$ cat config.mk
export PLATFORM = sky130hd
export DESIGN_NAME = reorder_buffer_flat
export DESIGN_NICKNAME = d
export VERILOG_FILES = /design/src/rtl/reorder_buffer_pkg.sv /design/src/rtl/reorder_buffer_if.sv /design/src/rtl/reorder_buffer_store_scan.sv /design/src/rtl/reorder_buffer.sv /design/src/flat_wrapper.sv
export SDC_FILE = /design/constraint.sdc
export NUM_CORES = 1
export LEC_CHECK = 0
export CORE_MARGIN = 8
export CORE_UTILIZATION = 45
export DETAILED_ROUTE_END_ITERATION = 8
export GPL_TIMING_DRIVEN = 0
export PLACE_DENSITY = 0.65
export SETUP_SLACK_MARGIN = 0.02
export SLEW_MARGIN = 0
export SYNTH_ARGS = -nofsm -noshare
export SYNTH_HDL_FRONTEND = slang
export SYNTH_HIERARCHICAL = 1
export SYNTH_SLANG_ARGS = --single-unit
$ cat constraint.sdc
create_clock -name clock_i -period 3.5 [get_ports clock_i]
set_input_delay 0.875 -clock clock_i [delete_from_list [all_inputs] [get_ports clock_i]]
set_output_delay 0.875 -clock clock_i [all_outputs]
set_load 0.1 [all_outputs]
$ cat src/rtl/reorder_buffer_pkg.sv
// Shared types and constants for the reorder buffer: CDB broadcast, ROB entry, tag helpers.
// Optional feature macro: ROB_ADDR_DISAMBIG_EN (see rob_store_scan).
package reorder_buffer_pkg;
    localparam int XLEN        = 32;
    localparam int ROB_SIZE    = 4;
    localparam int ROB_TAG_LEN = (ROB_SIZE > 1) ? $clog2(ROB_SIZE) : 1;

    localparam logic [4:0] ZERO_REG = 5'd0;
    localparam logic       TRUE     = 1'b1;
    localparam logic       FALSE    = 1'b0;

    typedef logic [ROB_TAG_LEN-1:0] rob_tag_t;

    typedef struct packed {
        logic            valid;
        rob_tag_t        rob_tag;
        logic [XLEN-1:0] value;
    } cdb_data_t;

    typedef struct packed {
        logic            valid;
        logic            wr_mem;
        logic [4:0]      dest_reg;
        logic [XLEN-1:0] dest_addr;
        logic [XLEN-1:0] value;
        logic            value_ready;
        logic            addr_ready;
        rob_tag_t        store_dep;
    } rob_entry_t;

    // Explicit wrap so a non-power-of-two ROB_SIZE still cycles correctly.
    function automatic rob_tag_t tag_inc(input rob_tag_t t);
        return (t == rob_tag_t'(ROB_SIZE - 1)) ? '0 : rob_tag_t'(t + 1'b1);
    endfunction
endpackage

$ cat src/rtl/reorder_buffer_if.sv
// Dispatch/CDB/commit-side signal bundle of the reorder buffer.
// master = core side driving requests, slave = the ROB itself.
interface reorder_buffer_if;
    import reorder_buffer_pkg::*;

    logic            alloc_enable;
    logic            alloc_wr_mem;
    logic [XLEN-1:0] alloc_value_in;
    rob_tag_t        alloc_store_dep;
    logic            alloc_value_in_valid;
    logic [4:0]      dest_reg;
    cdb_data_t       cdb_data;
    rob_tag_t        read_rob_tag;
    logic [XLEN-1:0] load_address;
    rob_tag_t        load_rob_tag;

    logic            full;
    rob_tag_t        alloc_slot;
    logic [XLEN-1:0] read_value;
    logic            pending_stores;
    rob_entry_t      head_entry;
    logic            head_ready;

    modport master (
        output alloc_enable, alloc_wr_mem, alloc_value_in, alloc_store_dep,
               alloc_value_in_valid, dest_reg, cdb_data, read_rob_tag,
               load_address, load_rob_tag,
        input  full, alloc_slot, read_value, pending_stores, head_entry, head_ready
    );

    modport slave (
        input  alloc_enable, alloc_wr_mem, alloc_value_in, alloc_store_dep,
               alloc_value_in_valid, dest_reg, cdb_data, read_rob_tag,
               load_address, load_rob_tag,
        output full, alloc_slot, read_value, pending_stores, head_entry, head_ready
    );
endinterface

$ cat src/rtl/reorder_buffer_store_scan.sv
// Age-ordered search for stores older than a load, walking from head up to the load's tag.
// ROB_ADDR_DISAMBIG_EN: ignore older stores whose known address differs from the load's.
module rob_store_scan
    import reorder_buffer_pkg::*;
(
    input  logic [ROB_SIZE-1:0] store_v_i,
    input  logic [ROB_SIZE-1:0] addr_rdy_i,
    input  logic [XLEN-1:0]     dest_addr_i [ROB_SIZE],
    input  rob_tag_t            head_i,
    input  rob_tag_t            load_tag_i,
    input  logic [XLEN-1:0]     load_addr_i,
    output logic                pending_o
);
    logic [ROB_SIZE-1:0] match;

`ifdef ROB_ADDR_DISAMBIG_EN
    always_comb begin
        for (int i = 0; i < ROB_SIZE; i++) begin
            match[i] = !addr_rdy_i[i] || (dest_addr_i[i] == load_addr_i);
        end
    end
`else
    logic unused_addr_info;
    assign match            = '1;
    assign unused_addr_info = ^{addr_rdy_i, load_addr_i, dest_addr_i[0], dest_addr_i[1],
                                dest_addr_i[2], dest_addr_i[3]};
`endif

    rob_tag_t idx;
    logic     in_range;

    always_comb begin
        pending_o = FALSE;
        in_range  = TRUE;
        idx       = head_i;
        for (int i = 0; i < ROB_SIZE; i++) begin
            if (idx == load_tag_i) in_range = FALSE;
            if (in_range && store_v_i[idx] && match[idx]) pending_o = TRUE;
            idx = tag_inc(idx);
        end
    end
endmodule

$ cat src/rtl/reorder_buffer.sv
// Circular reorder buffer: in-order allocation, CDB capture, store data forwarding, in-order commit.
// Build option ROB_ADDR_DISAMBIG_EN refines the pending-store query (see rob_store_scan).
module reorder_buffer
    import reorder_buffer_pkg::*;
(
    input  logic             clock_i,
    input  logic             reset_i,
    reorder_buffer_if.slave  bus
);
    rob_entry_t                entries_q [ROB_SIZE];
    rob_entry_t                entries_d [ROB_SIZE];
    rob_tag_t                  head_q, head_d, tail_q, tail_d;
    logic [ROB_TAG_LEN:0]      count_q, count_d;

    cdb_data_t  cdb;
    rob_entry_t head_e;
    logic       full, head_ready, alloc_fire;

    assign cdb        = bus.cdb_data;
    assign head_e     = entries_q[head_q];
    assign full       = (count_q == (ROB_TAG_LEN + 1)'(ROB_SIZE));
    assign head_ready = head_e.valid &
                        (head_e.wr_mem ? (head_e.addr_ready & head_e.value_ready) : head_e.value_ready);
    // A full ROB can still accept when the head retires on the same edge.
    assign alloc_fire = bus.alloc_enable & (!full | head_ready);

    assign bus.full       = full;
    assign bus.alloc_slot = tail_q;
    assign bus.read_value = entries_q[bus.read_rob_tag].value;
    assign bus.head_entry = head_e;
    assign bus.head_ready = head_ready;

    always_comb begin
        entries_d = entries_q;
        head_d    = head_q;
        tail_d    = tail_q;
        count_d   = count_q;

        if (head_ready) begin
            entries_d[head_q].valid = FALSE;
            head_d                  = tag_inc(head_q);
        end

        if (cdb.valid) begin
            for (int i = 0; i < ROB_SIZE; i++) begin
                if (entries_q[i].valid && entries_q[i].wr_mem && !entries_q[i].value_ready &&
                    entries_q[i].store_dep == cdb.rob_tag) begin
                    entries_d[i].value       = cdb.value;
                    entries_d[i].value_ready = TRUE;
                end
            end
            // For a store the broadcast result is its address, otherwise its value.
            if (entries_q[cdb.rob_tag].wr_mem) begin
                entries_d[cdb.rob_tag].dest_addr  = cdb.value;
                entries_d[cdb.rob_tag].addr_ready = TRUE;
            end else begin
                entries_d[cdb.rob_tag].value       = cdb.value;
                entries_d[cdb.rob_tag].value_ready = TRUE;
            end
        end

        // Allocation last: when full it reuses the slot the head just vacated.
        if (alloc_fire) begin
            entries_d[tail_q]           = '0;
            entries_d[tail_q].valid     = TRUE;
            entries_d[tail_q].wr_mem    = bus.alloc_wr_mem;
            entries_d[tail_q].dest_reg  = bus.dest_reg;
            entries_d[tail_q].store_dep = bus.alloc_store_dep;
            if (bus.alloc_wr_mem) begin
                if (bus.alloc_value_in_valid) begin
                    entries_d[tail_q].value       = bus.alloc_value_in;
                    entries_d[tail_q].value_ready = TRUE;
                end else if (cdb.valid && cdb.rob_tag == bus.alloc_store_dep) begin
                    entries_d[tail_q].value       = cdb.value;
                    entries_d[tail_q].value_ready = TRUE;
                end
            end
            tail_d = tag_inc(tail_q);
        end

        case ({alloc_fire, head_ready})
            2'b10:   count_d = count_q + 1'b1;
            2'b01:   count_d = count_q - 1'b1;
            default: count_d = count_q;
        endcase
    end

    always_ff @(posedge clock_i) begin
        if (reset_i) begin
            entries_q <= '{default: '0};
            head_q    <= '0;
            tail_q    <= '0;
            count_q   <= '0;
        end else begin
            entries_q <= entries_d;
            head_q    <= head_d;
            tail_q    <= tail_d;
            count_q   <= count_d;
        end
    end

    logic [ROB_SIZE-1:0] store_v, addr_rdy;
    logic [XLEN-1:0]     dest_addr [ROB_SIZE];

    always_comb begin
        for (int i = 0; i < ROB_SIZE; i++) begin
            store_v[i]   = entries_q[i].valid & entries_q[i].wr_mem;
            addr_rdy[i]  = entries_q[i].addr_ready;
            dest_addr[i] = entries_q[i].dest_addr;
        end
    end

    rob_store_scan u_scan (
        .store_v_i   (store_v),
        .addr_rdy_i  (addr_rdy),
        .dest_addr_i (dest_addr),
        .head_i      (head_q),
        .load_tag_i  (bus.load_rob_tag),
        .load_addr_i (bus.load_address),
        .pending_o   (bus.pending_stores)
    );
endmodule

$ cat src/flat_wrapper.sv
// flat-port wrapper written by rule: the top's interface ports become plain ports
module reorder_buffer_flat import reorder_buffer_pkg::*;
  (clock_i, reset_i, bus_alloc_enable, bus_alloc_wr_mem, bus_alloc_value_in, bus_alloc_store_dep, bus_alloc_value_in_valid, bus_dest_reg, bus_cdb_data, bus_read_rob_tag, bus_load_address, bus_load_rob_tag, bus_full, bus_alloc_slot, bus_read_value, bus_pending_stores, bus_head_entry, bus_head_ready);
  reorder_buffer_if bus_i ();
  input  logic clock_i;
  input  logic reset_i;
  input wire logic [$bits(bus_i.alloc_enable)-1:0] bus_alloc_enable;
  input wire logic [$bits(bus_i.alloc_wr_mem)-1:0] bus_alloc_wr_mem;
  input wire logic [$bits(bus_i.alloc_value_in)-1:0] bus_alloc_value_in;
  input wire logic [$bits(bus_i.alloc_store_dep)-1:0] bus_alloc_store_dep;
  input wire logic [$bits(bus_i.alloc_value_in_valid)-1:0] bus_alloc_value_in_valid;
  input wire logic [$bits(bus_i.dest_reg)-1:0] bus_dest_reg;
  input wire logic [$bits(bus_i.cdb_data)-1:0] bus_cdb_data;
  input wire logic [$bits(bus_i.read_rob_tag)-1:0] bus_read_rob_tag;
  input wire logic [$bits(bus_i.load_address)-1:0] bus_load_address;
  input wire logic [$bits(bus_i.load_rob_tag)-1:0] bus_load_rob_tag;
  output wire logic [$bits(bus_i.full)-1:0] bus_full;
  output wire logic [$bits(bus_i.alloc_slot)-1:0] bus_alloc_slot;
  output wire logic [$bits(bus_i.read_value)-1:0] bus_read_value;
  output wire logic [$bits(bus_i.pending_stores)-1:0] bus_pending_stores;
  output wire logic [$bits(bus_i.head_entry)-1:0] bus_head_entry;
  output wire logic [$bits(bus_i.head_ready)-1:0] bus_head_ready;
  assign bus_i.alloc_enable = bus_alloc_enable;
  assign bus_i.alloc_wr_mem = bus_alloc_wr_mem;
  assign bus_i.alloc_value_in = bus_alloc_value_in;
  assign bus_i.alloc_store_dep = bus_alloc_store_dep;
  assign bus_i.alloc_value_in_valid = bus_alloc_value_in_valid;
  assign bus_i.dest_reg = bus_dest_reg;
  assign bus_i.cdb_data = bus_cdb_data;
  assign bus_i.read_rob_tag = bus_read_rob_tag;
  assign bus_i.load_address = bus_load_address;
  assign bus_i.load_rob_tag = bus_load_rob_tag;
  assign bus_full = bus_i.full;
  assign bus_alloc_slot = bus_i.alloc_slot;
  assign bus_read_value = bus_i.read_value;
  assign bus_pending_stores = bus_i.pending_stores;
  assign bus_head_entry = bus_i.head_entry;
  assign bus_head_ready = bus_i.head_ready;
  reorder_buffer u_core (.clock_i(clock_i), .reset_i(reset_i), .bus(bus_i));
endmodule
**Word level (Yosys, flattened, before mapping)**

Cells that the tools add are included.

- Bitwise logic cells: 14
- $add $sub $neg: 6
- Multiplexer cells: 91
- Equality and inequality tests: 16
- Order comparisons: 11
- Reduce and logical (&&, ||, !) cells: 30

Operators by type and width:

| cell | count |
|---|---|
| $bwmux W300 | 13 |
| $mux W300 | 7 |
| $demux W75 S2 | 12 |
| $bmux W75 S2 | 3 |
| $mux W75 | 5 |
| $and A300 B300 Y300 | 1 |
| $not A300 Y300 | 1 |
| $mux W33 | 8 |
| $mux W74 | 3 |
| $mux W36 | 4 |
| $mux W73 | 1 |
| $mux W68 | 1 |
| $logic_and A1 B1 Y1 | 24 |
| $eq A2 B2 Y1 | 9 |
| $mux W1 | 17 |
| $bmux W1 S2 | 8 |
| $ge A3 B3 Y1 const B | 4 |
| $lt A2 B3 Y1 const B | 4 |
| $not A2 Y3 | 4 |
| $eq A2 B2 Y1 const B | 5 |
| $mux W2 | 5 |
| $lt A3 B1 Y1 const B | 3 |
| $add A2 B1 Y2 const B | 4 |
| $mux W4 | 2 |
| 10 further kinds | 20 |

- Bits in registers: 307
- Output and inout bits: 112
- Bits of input ports: 115
- Logic and storage cells: 203

**Depth between registers and ports, before layout**

Gate-level depths: netlist of run 1.

- Depth after elaboration: 25
- Depth in mapped cells: 11

**Cells and area by module**

The synthesis of run 1 kept the hierarchy.

Modules (own cells, without submodules):

| module | cells each | seq. area each (µm²) | times used | area an instance (µm²) |
|---|---|---|---|---|
| reorder_buffer | 1647 | 6145.9 | 1 | 16238.1 |
| rob_store_scan | 19 | 0.0 | 1 | 209.0 |

**Least setup slack after synthesis of run 1**

No wires, ideal clock.

- Path kind: reg2reg
- From: reg u_core.count_q[0]
- To: reg u_core.count_q[2]
- Data required time: 3.430 ns
- Buffers on the path: 0
- Setup time: 0.070 ns
- Arrival: 4.218 ns
- Stages on the path, launching flop included: 9
- Period minus slack after synthesis: 4.289 ns
- Setup slack: -0.789 ns
- Cells stage by stage: dfxtp_1 -> nor3b_1 -> o21ai_4 -> nand2_1 -> ha_1 -> fa_1 -> xnor2_1 -> or3_1 -> a21oi_1

- Longest elaborated chain between the ends: 6

RTL lines:

| what | RTL line | RTL |
|---|---|---|
| start, declared | reorder_buffer.sv:13 | `logic [ROB_TAG_LEN:0] count_q, count_d;` |
| start signal, assigned | reorder_buffer.sv:98 | `count_q <= count_d;` |
| $eq A3 B3 Y1 (*) | reorder_buffer.sv:21 | `assign full = (count_q == (ROB_TAG_LEN + 1)'(ROB_SIZE));` |
| net bus_full | flat_wrapper.sv:17 | `output wire logic [$bits(bus_i.full)-1:0] bus_full;` |
| $logic_not A1 Y1 (*) | reorder_buffer.sv:25 | `assign alloc_fire = bus.alloc_enable & (!full \| head_ready);` |
| $or A1 B1 Y1 (*) | reorder_buffer.sv:25 |  |
| $and A1 B1 Y1 (*) | reorder_buffer.sv:25 |  |
| $eq A2 B1 Y1 / $eq A2 B2 Y1 (equally long branches) | reorder_buffer.sv:81 | `case ({alloc_fire, head_ready})` |
| $pmux W3 S2 / $reduce_bool A2 Y1 (equally long branches) | -- |  |

The timed path passes the listed nets; every way through them passes the cells marked *.
A chain may end at the register's enable or synchronous reset.

**Final worst setup path of run 1**

- From: reg u_core.head_q[1]
- To: out bus_head_entry[34]

- Longest elaborated chain between the ends: 4

RTL lines:

| what | RTL line | RTL |
|---|---|---|
| start, declared | reorder_buffer.sv:12 | `rob_tag_t head_q, head_d, tail_q, tail_d;` |
| start signal, assigned | reorder_buffer.sv:91 | `head_q <= '0;` |
| start signal, assigned | reorder_buffer.sv:96 | `head_q <= head_d;` |
| $not A2 Y3 (not written as such) | reorder_buffer.sv:20 | `assign head_e = entries_q[head_q];` |
| $bmux W75 S2 | reorder_buffer.sv:20 |  |
| $mux W75 (not written as such) (2 in a row) | reorder_buffer.sv:20 |  |
| end, declared | flat_wrapper.sv:21 | `output wire logic [$bits(bus_i.head_entry)-1:0] bus_head_entry;` |

Every way passes these cells. The select of a mux whose other input is x is not followed.

==> results of run 1 <==
final cells by class:
cell class              instances  share of cell area, %
plain buffers                 141                  3.613
clock buffers                  50                  5.192
clock inverters                15                  1.324
inverters                      13                 0.2612
multi-input cells            1204                  48.08
flip-flops and latches        307                  30.57
well taps                     468                  2.910
repair buffers                188                  8.046
synthesized netlist by cell type (all sizes together) (2+ instances only):
cell type	instances
nand2	335
dfxtp	307
mux2i	227
a21oi	137
nor2b	131
mux4	111
clkbuf	82
buf	60
nand3b	34
nor3	34
a21o	33
a31o	33
mux2	32
nor2	15
o21ai	15
inv	13
ha	10
nand3	8
xnor2	8
xor2	8
nor3b	5
and2	4
and3	3
or3	3
a311oi	2
and4	2
nand4b	2
o21a	2
registers in the layout, summed over array words and instances, names as in the netlist:
name                   cells
u_core/count_q             3
u_core/entries_q         168
u_core/addr_rdy            4
u_core/head_q              2
u_core/dest_addr         128
u_core/bus.alloc_slot      2
tightest hold or removal path: stages, from the launching register on:
cell     delay [ns]
dfxtp_1        0.31
nand2_1        0.05
a21oi_1        0.05
per-stage QoR:
step	utilization [%]	power, mW	instance area (sq um)	setup TNS (ns)
floorplan	-	4.858	16480	-0.2170
global placement	52.25	5.379	18950	-136.26
detailed placement	52.25	5.401	18950	-138.53
CTS	55.47	9.503	20110	0
global route	55.49	9.730	20120	0
finish	55.49	9.478	20120	0
final timing paths:
check | from | endpoint | slack, ns | cells after the start
max | u_core/head_q[1] | bus_head_entry[34] | 0.08 | 6
min | u_core/dest_addr[7] | u_core/dest_addr[7] | 0.45 | 2
max reg2reg | u_core/head_q[0] | u_core/count_q[2] | 0.46 | 10
min reg2reg | u_core/dest_addr[7] | u_core/dest_addr[7] | 0.45 | 2
routing by layer:
metal	vias to the layer above	wire, um	global-route usage (%)
met2	658	26960	42.27
met3	135	3856	4.182
met1	7006	24850	34.30
li1	6361	-	-
met4	0	2481	11.61
met5	-	0	0
where the power goes:
part	switching [mW]	internal [mW]
logic	1.12	0.532
clock network	1.54	2.61
registers	0.0808	3.60
total	2.73	6.74
logic make-up (layout without fill, tap and decap cells):
group                      Yosys count  after routing  share of synthesized area [%]
xor gates and xnor gates            16             16                         0.8521
AOI/OAI and AO/OA                  226            226                          8.581
DFF                                307            307                          37.37
muxes                              370            370                          31.30
buffers and inverters              155            407                          3.964
adders and majority gates           11             11                         0.8825
and+or+nand+nor                    581            581                          17.06
what timing repair did:
action / 4_1_cts / 5_1_grt
setup endpoints to repair: 109 / 27
gates resized for setup: 644 / 14
buffers inserted: 0 / 0
cloned: 0 / 0
==> out/metrics.cfg, run 1 <==
[run_status]
status = completed

[sta]
slew_viol_final = 0
finalHoldViolations = 0
hold_ws_ns = 0.4515
slew-limit-headroom_pct = 31.77
finalCritPeriodShare_pct = 97.67
tightest_slew_ns = 1.020
clock_skew_ns = 0.01761
grt_setup_unrepaired = false
worst_slack_ns = 0.08164
setup_violations = 0
fin_crit_ns = 3.418
max_freq_ghz = 0.2925

[floorplan]
die_h_um = 207.2
core_sq_um = 36260
start_util_pct = 45.36
dieWidth_um = 207.2
design.die.area_sq_um = 42920
rows = 70
io_pins = 227

[final_layout]
drive_gt1_share_pct = 22.47
mostFrequentLayoutCells = nand2_1 (334), dfxtp_1 (305), mux2i_1 (227)
fin_nets = 2017
n_antenna_cell = 0
multi_input_area_sq_um = 9676
fin_cells = 2386
fillers = 3296
final-seq-area_sq_um = 6151
syn2layout_area_growth_pct = 22.34
final_common_cell = nand2_1

[setup_path]
cp-start-kind = register
critPathMaxStageDelay_ns = 0.40
end_kind = output pin
arrival_ns = 2.54
path_max_fanout = 10
cp_num_buf_inv = 5
critical_path_required_ns = 2.62
path_cells = buf_4 > buf_6 > clkbuf_8 > buf_4 > mux4_2 > buf_4
worstSetupPathType = reg2out
crit_slowest_cell = dfxtp_2
cp_common_cell = buf_4
cp_top_family = buffers and inverters

[logic_synthesis]
synth_top_area_share_pct = 37.37
syn_area_sq_um = 16450
ys_ff_latch = 307
synth_cell_types = 48
synth_cells = 1666
ys_seq_area_share_pct = 37.37
synth_top_flop_cell = dfxtp_1
synth_warnings = 6
yosysTopAreaCell = dfxtp_1
avgSynthCellArea_sq_um = 9.872
synth-edff-count = 0
ys_top_cells_by_area = dfxtp_1 (37%), mux4_2 (15%), mux2i_1 (14%), nand2_1 (7.6%), nor2b_1 (4.9%)
ys_async_sr_fraction_pct = 0
synth_nets = 1792

[flow_run]
cap_viol_max_count = 0

[clock_network]
cts_buffer_depth = 3
postCtsHoldBufs = 0
clkLatencyLatePin_ns = 0.53
cts-buffers-inserted = 36
cts_htree_levels = 2
cts_tree = done
clk_pin_slew_ns = 0.06
clock_sinks = 307
root_buffer = clkbuf_16

[hold_path]
holdCritPathClass = reg2reg

[global_route]
grt_pass1_vias = 14220
grt_pass1_wl_um = 87730
grtUsageTotal_pct = 26.18
antenna_found_initial = 0
grt_max_degree = 15
grt_overflow = 0

[place]
port_buffers = 188
place_ws_ns = -1.752
placed_cells = 2322
gp_congestion = 0.8970
dpl.hpwl_um = 41220

[drt]
drtAntennaViolNets = 0
drt-initial-drc-count = 1217
vias = 14160
wl_per_cell_um = 24.37
drt-vias-per-instance = 5.935
wl_um = 58140
drc = 0
drtPass1Iterations = 5

[pwr]
powerDensity_nw_per_um2 = 471.0
leakage_nw = 8.254
irDropWorstVdd_v = 0.0003015

Power figures use the tool's default switching activity.
==> inputs of run 2 (changes only) <==
SLEW_MARGIN = 30   (was 0)
==> out/metrics.cfg, run 2 (synthesized netlist as in run 1, its figures left out) <==
[run_status]
status = completed

[floorplan]
io_pins = 227  ; unchanged
rows = 70  ; unchanged
dieWidth_um = 207.2  ; unchanged
start_util_pct = 45.36  ; unchanged
design.die.area_sq_um = 42920  ; unchanged
core_sq_um = 36260  ; unchanged
die_h_um = 207.2  ; unchanged

[sta]
max_freq_ghz = 0.2951  ; +0.89%
finalCritPeriodShare_pct = 96.80  ; -0.86 points
slew-limit-headroom_pct = 32.05  ; +0.28 points
hold_ws_ns = 0.4518  ; +0.0003570 ns
tightest_slew_ns = 1.016  ; -0.004141 ns
finalSetupTns_ns = 0  ; unchanged
fin_crit_ns = 3.388  ; -0.03019 ns
worst_slack_ns = 0.1118  ; +0.03019 ns
finalHoldViolations = 0  ; unchanged
slew_viol_final = 0  ; unchanged
clock_skew_ns = 0.01940  ; +0.001797 ns
grt_setup_unrepaired = false
setup_violations = 0  ; unchanged

[setup_path]
rr_worst_depth = 12  ; +2
crit_slowest_cell = buf_2
cp_num_buf_inv = 4  ; -1
arrival_ns = 2.51  ; -0.03 ns
cp_top_family = buffers and inverters
ff2ff_setup_slack_ns = 0.36  ; -0.10 ns
end_kind = output pin
critical_path_required_ns = 2.62  ; about the same
worstSetupPathType = reg2out
critPathMaxStageDelay_ns = 0.44  ; +0.04 ns
crit_cells = 5  ; -1
path_max_fanout = 10  ; unchanged
path_cells = buf_6 > buf_2 > buf_4 > mux4_2 > buf_2
cp-start-kind = register
cp_common_cell = buf_2

[drt]
wl_per_cell_um = 24.50  ; +0.54%
vias = 14090  ; -0.47%
drt-initial-drc-count = 1286  ; +5.7%
drt-vias-per-instance = 5.902  ; -0.55%
drtAntennaViolNets = 0  ; unchanged
drtPass1Iterations = 5  ; unchanged
wl_um = 58500  ; +0.62%
drc = 0  ; unchanged

[global_route]
grt_pass1_vias = 14010  ; -1.5%
grtUsageTotal_pct = 26.31  ; +0.13 points
grt_overflow = 0  ; unchanged
grt_pass1_wl_um = 88040  ; +0.35%
antenna_found_initial = 0  ; unchanged
grt_max_degree = 15  ; unchanged

[clock_network]
postCtsHoldBufs = 0  ; unchanged
root_buffer = clkbuf_16
cts_htree_levels = 2  ; unchanged
clock_sinks = 307  ; unchanged
cts_buffer_depth = 3  ; unchanged
clk_pin_slew_ns = 0.06  ; about the same
cts-buffers-inserted = 36  ; unchanged
cts_tree = done
clkLatencyLatePin_ns = 0.53  ; about the same

[pwr]
leakage_nw = 8.223  ; -0.38%
switching_share_pct = 29.68  ; +0.83 points
power_frac_comb_pct = 17.9  ; +0.5 points
powerDensity_nw_per_um2 = 459.0  ; -2.6%
internal_power_mw = 6.468  ; -4.1%
irDropWorstVdd_v = 0.0003142  ; +4.2%
seqPwrFrac_pct = 40.0  ; +1.2 points
pwr-share-clk_pct = 42.1  ; -1.7 points
total_power_mw = 9.198  ; -3.0%
p_sw_mw = 2.730  ; -0.16%

[place]
port_buffers = 188  ; unchanged
dpl.hpwl_um = 41250  ; about the same
dpl_cell_area_sq_um = 18950  ; about the same
gp_congestion = 0.8970  ; unchanged
place_ws_ns = -1.735  ; +0.01710 ns
placed_cells = 2322  ; unchanged

[final_layout]
n_antenna_cell = 0  ; unchanged
syn2layout_area_growth_pct = 21.83
final_common_cell = nand2_1
final_util_pct = 55.26  ; -0.23 points
final_cell_area_sq_um = 20040  ; -0.42%
top_register = u_core/entries_q
drive_gt1_share_pct = 22.60  ; +0.13 points
mostFrequentLayoutCells = nand2_1 (334), dfxtp_1 (305), mux2i_1 (227)
fin_nets = 2020  ; +0.15%
fin_cells = 2388  ; +0.084%
largest_reg_flops = 168  ; unchanged

[hold_path]
holdCritPathClass = reg2reg
hold_depth = 2  ; unchanged

[flow_run]
cap_viol_max_count = 0  ; unchanged

[run 2: cell count changes in the layout (fill, tap and decap cells not counted), moves of 4 or more]
cell / delta
buf_2: +7
buf_4: -10
bufinv_16: -4
clkbuf_4: +6
[run 2: worst register-to-register path: cells and delay by family, from the launching register on]
family	cells	cell delay, ns
AO/OA/AOI/OAI	1	0.14
XOR/XNOR	1	0.15
adder cells (fa/ha/maj)	2	0.54
buffers and inverters	4	0.69
flip-flops	1	0.41
multiplexers	1	0.58
AND/OR/NAND/NOR	3	0.56
[run 2: worst paths after layout]
check,endpoint,start
setup reg to reg,u_core/count_q[2],u_core/head_q[0]
hold reg to reg,u_core/dest_addr[7],u_core/dest_addr[7]
hold / removal,u_core/dest_addr[7],u_core/dest_addr[7]
setup / recovery,bus_head_entry[32],u_core/head_q[0]
[run 2: metal layers]
| metal | GRT usage, % | wire length, um | part of all wire [%] |
|---|---|---|---|
| met5 | 0 | 0 | 0 |
| met4 | 10.30 | 2319 | 4.0 |
| met3 | 4.182 | 4314 | 7.4 |
| met2 | 42.58 | 27060 | 46 |
| met1 | 34.91 | 24800 | 42 |
[run 2: layout make-up]
class	instances	area, sq um
inverter	13	52.55
multi-input combinational	1204	9676
fill	3344	16220
timing repair buffer	190	1619
sequential	307	6151
clock inverter	13	158.9
buffer	142	737.0
clock buffer	51	1059
tap	468	585.6
[run 2: repair_timing]
item,CTS,global route
resized for setup,622,19
setup endpoints to repair,109,40
buffers inserted,1,1
[run 2: power groups by stage]
stage,registers (mW),clock network (mW),logic [mW]
final,3.68,3.87,1.65
after global routing,3.69,4.07,1.71
after CTS,3.68,3.92,1.63
after detailed placement,3.75,0,1.65
after global placement,3.74,0,1.63
after floorplan,3.74,0,1.12
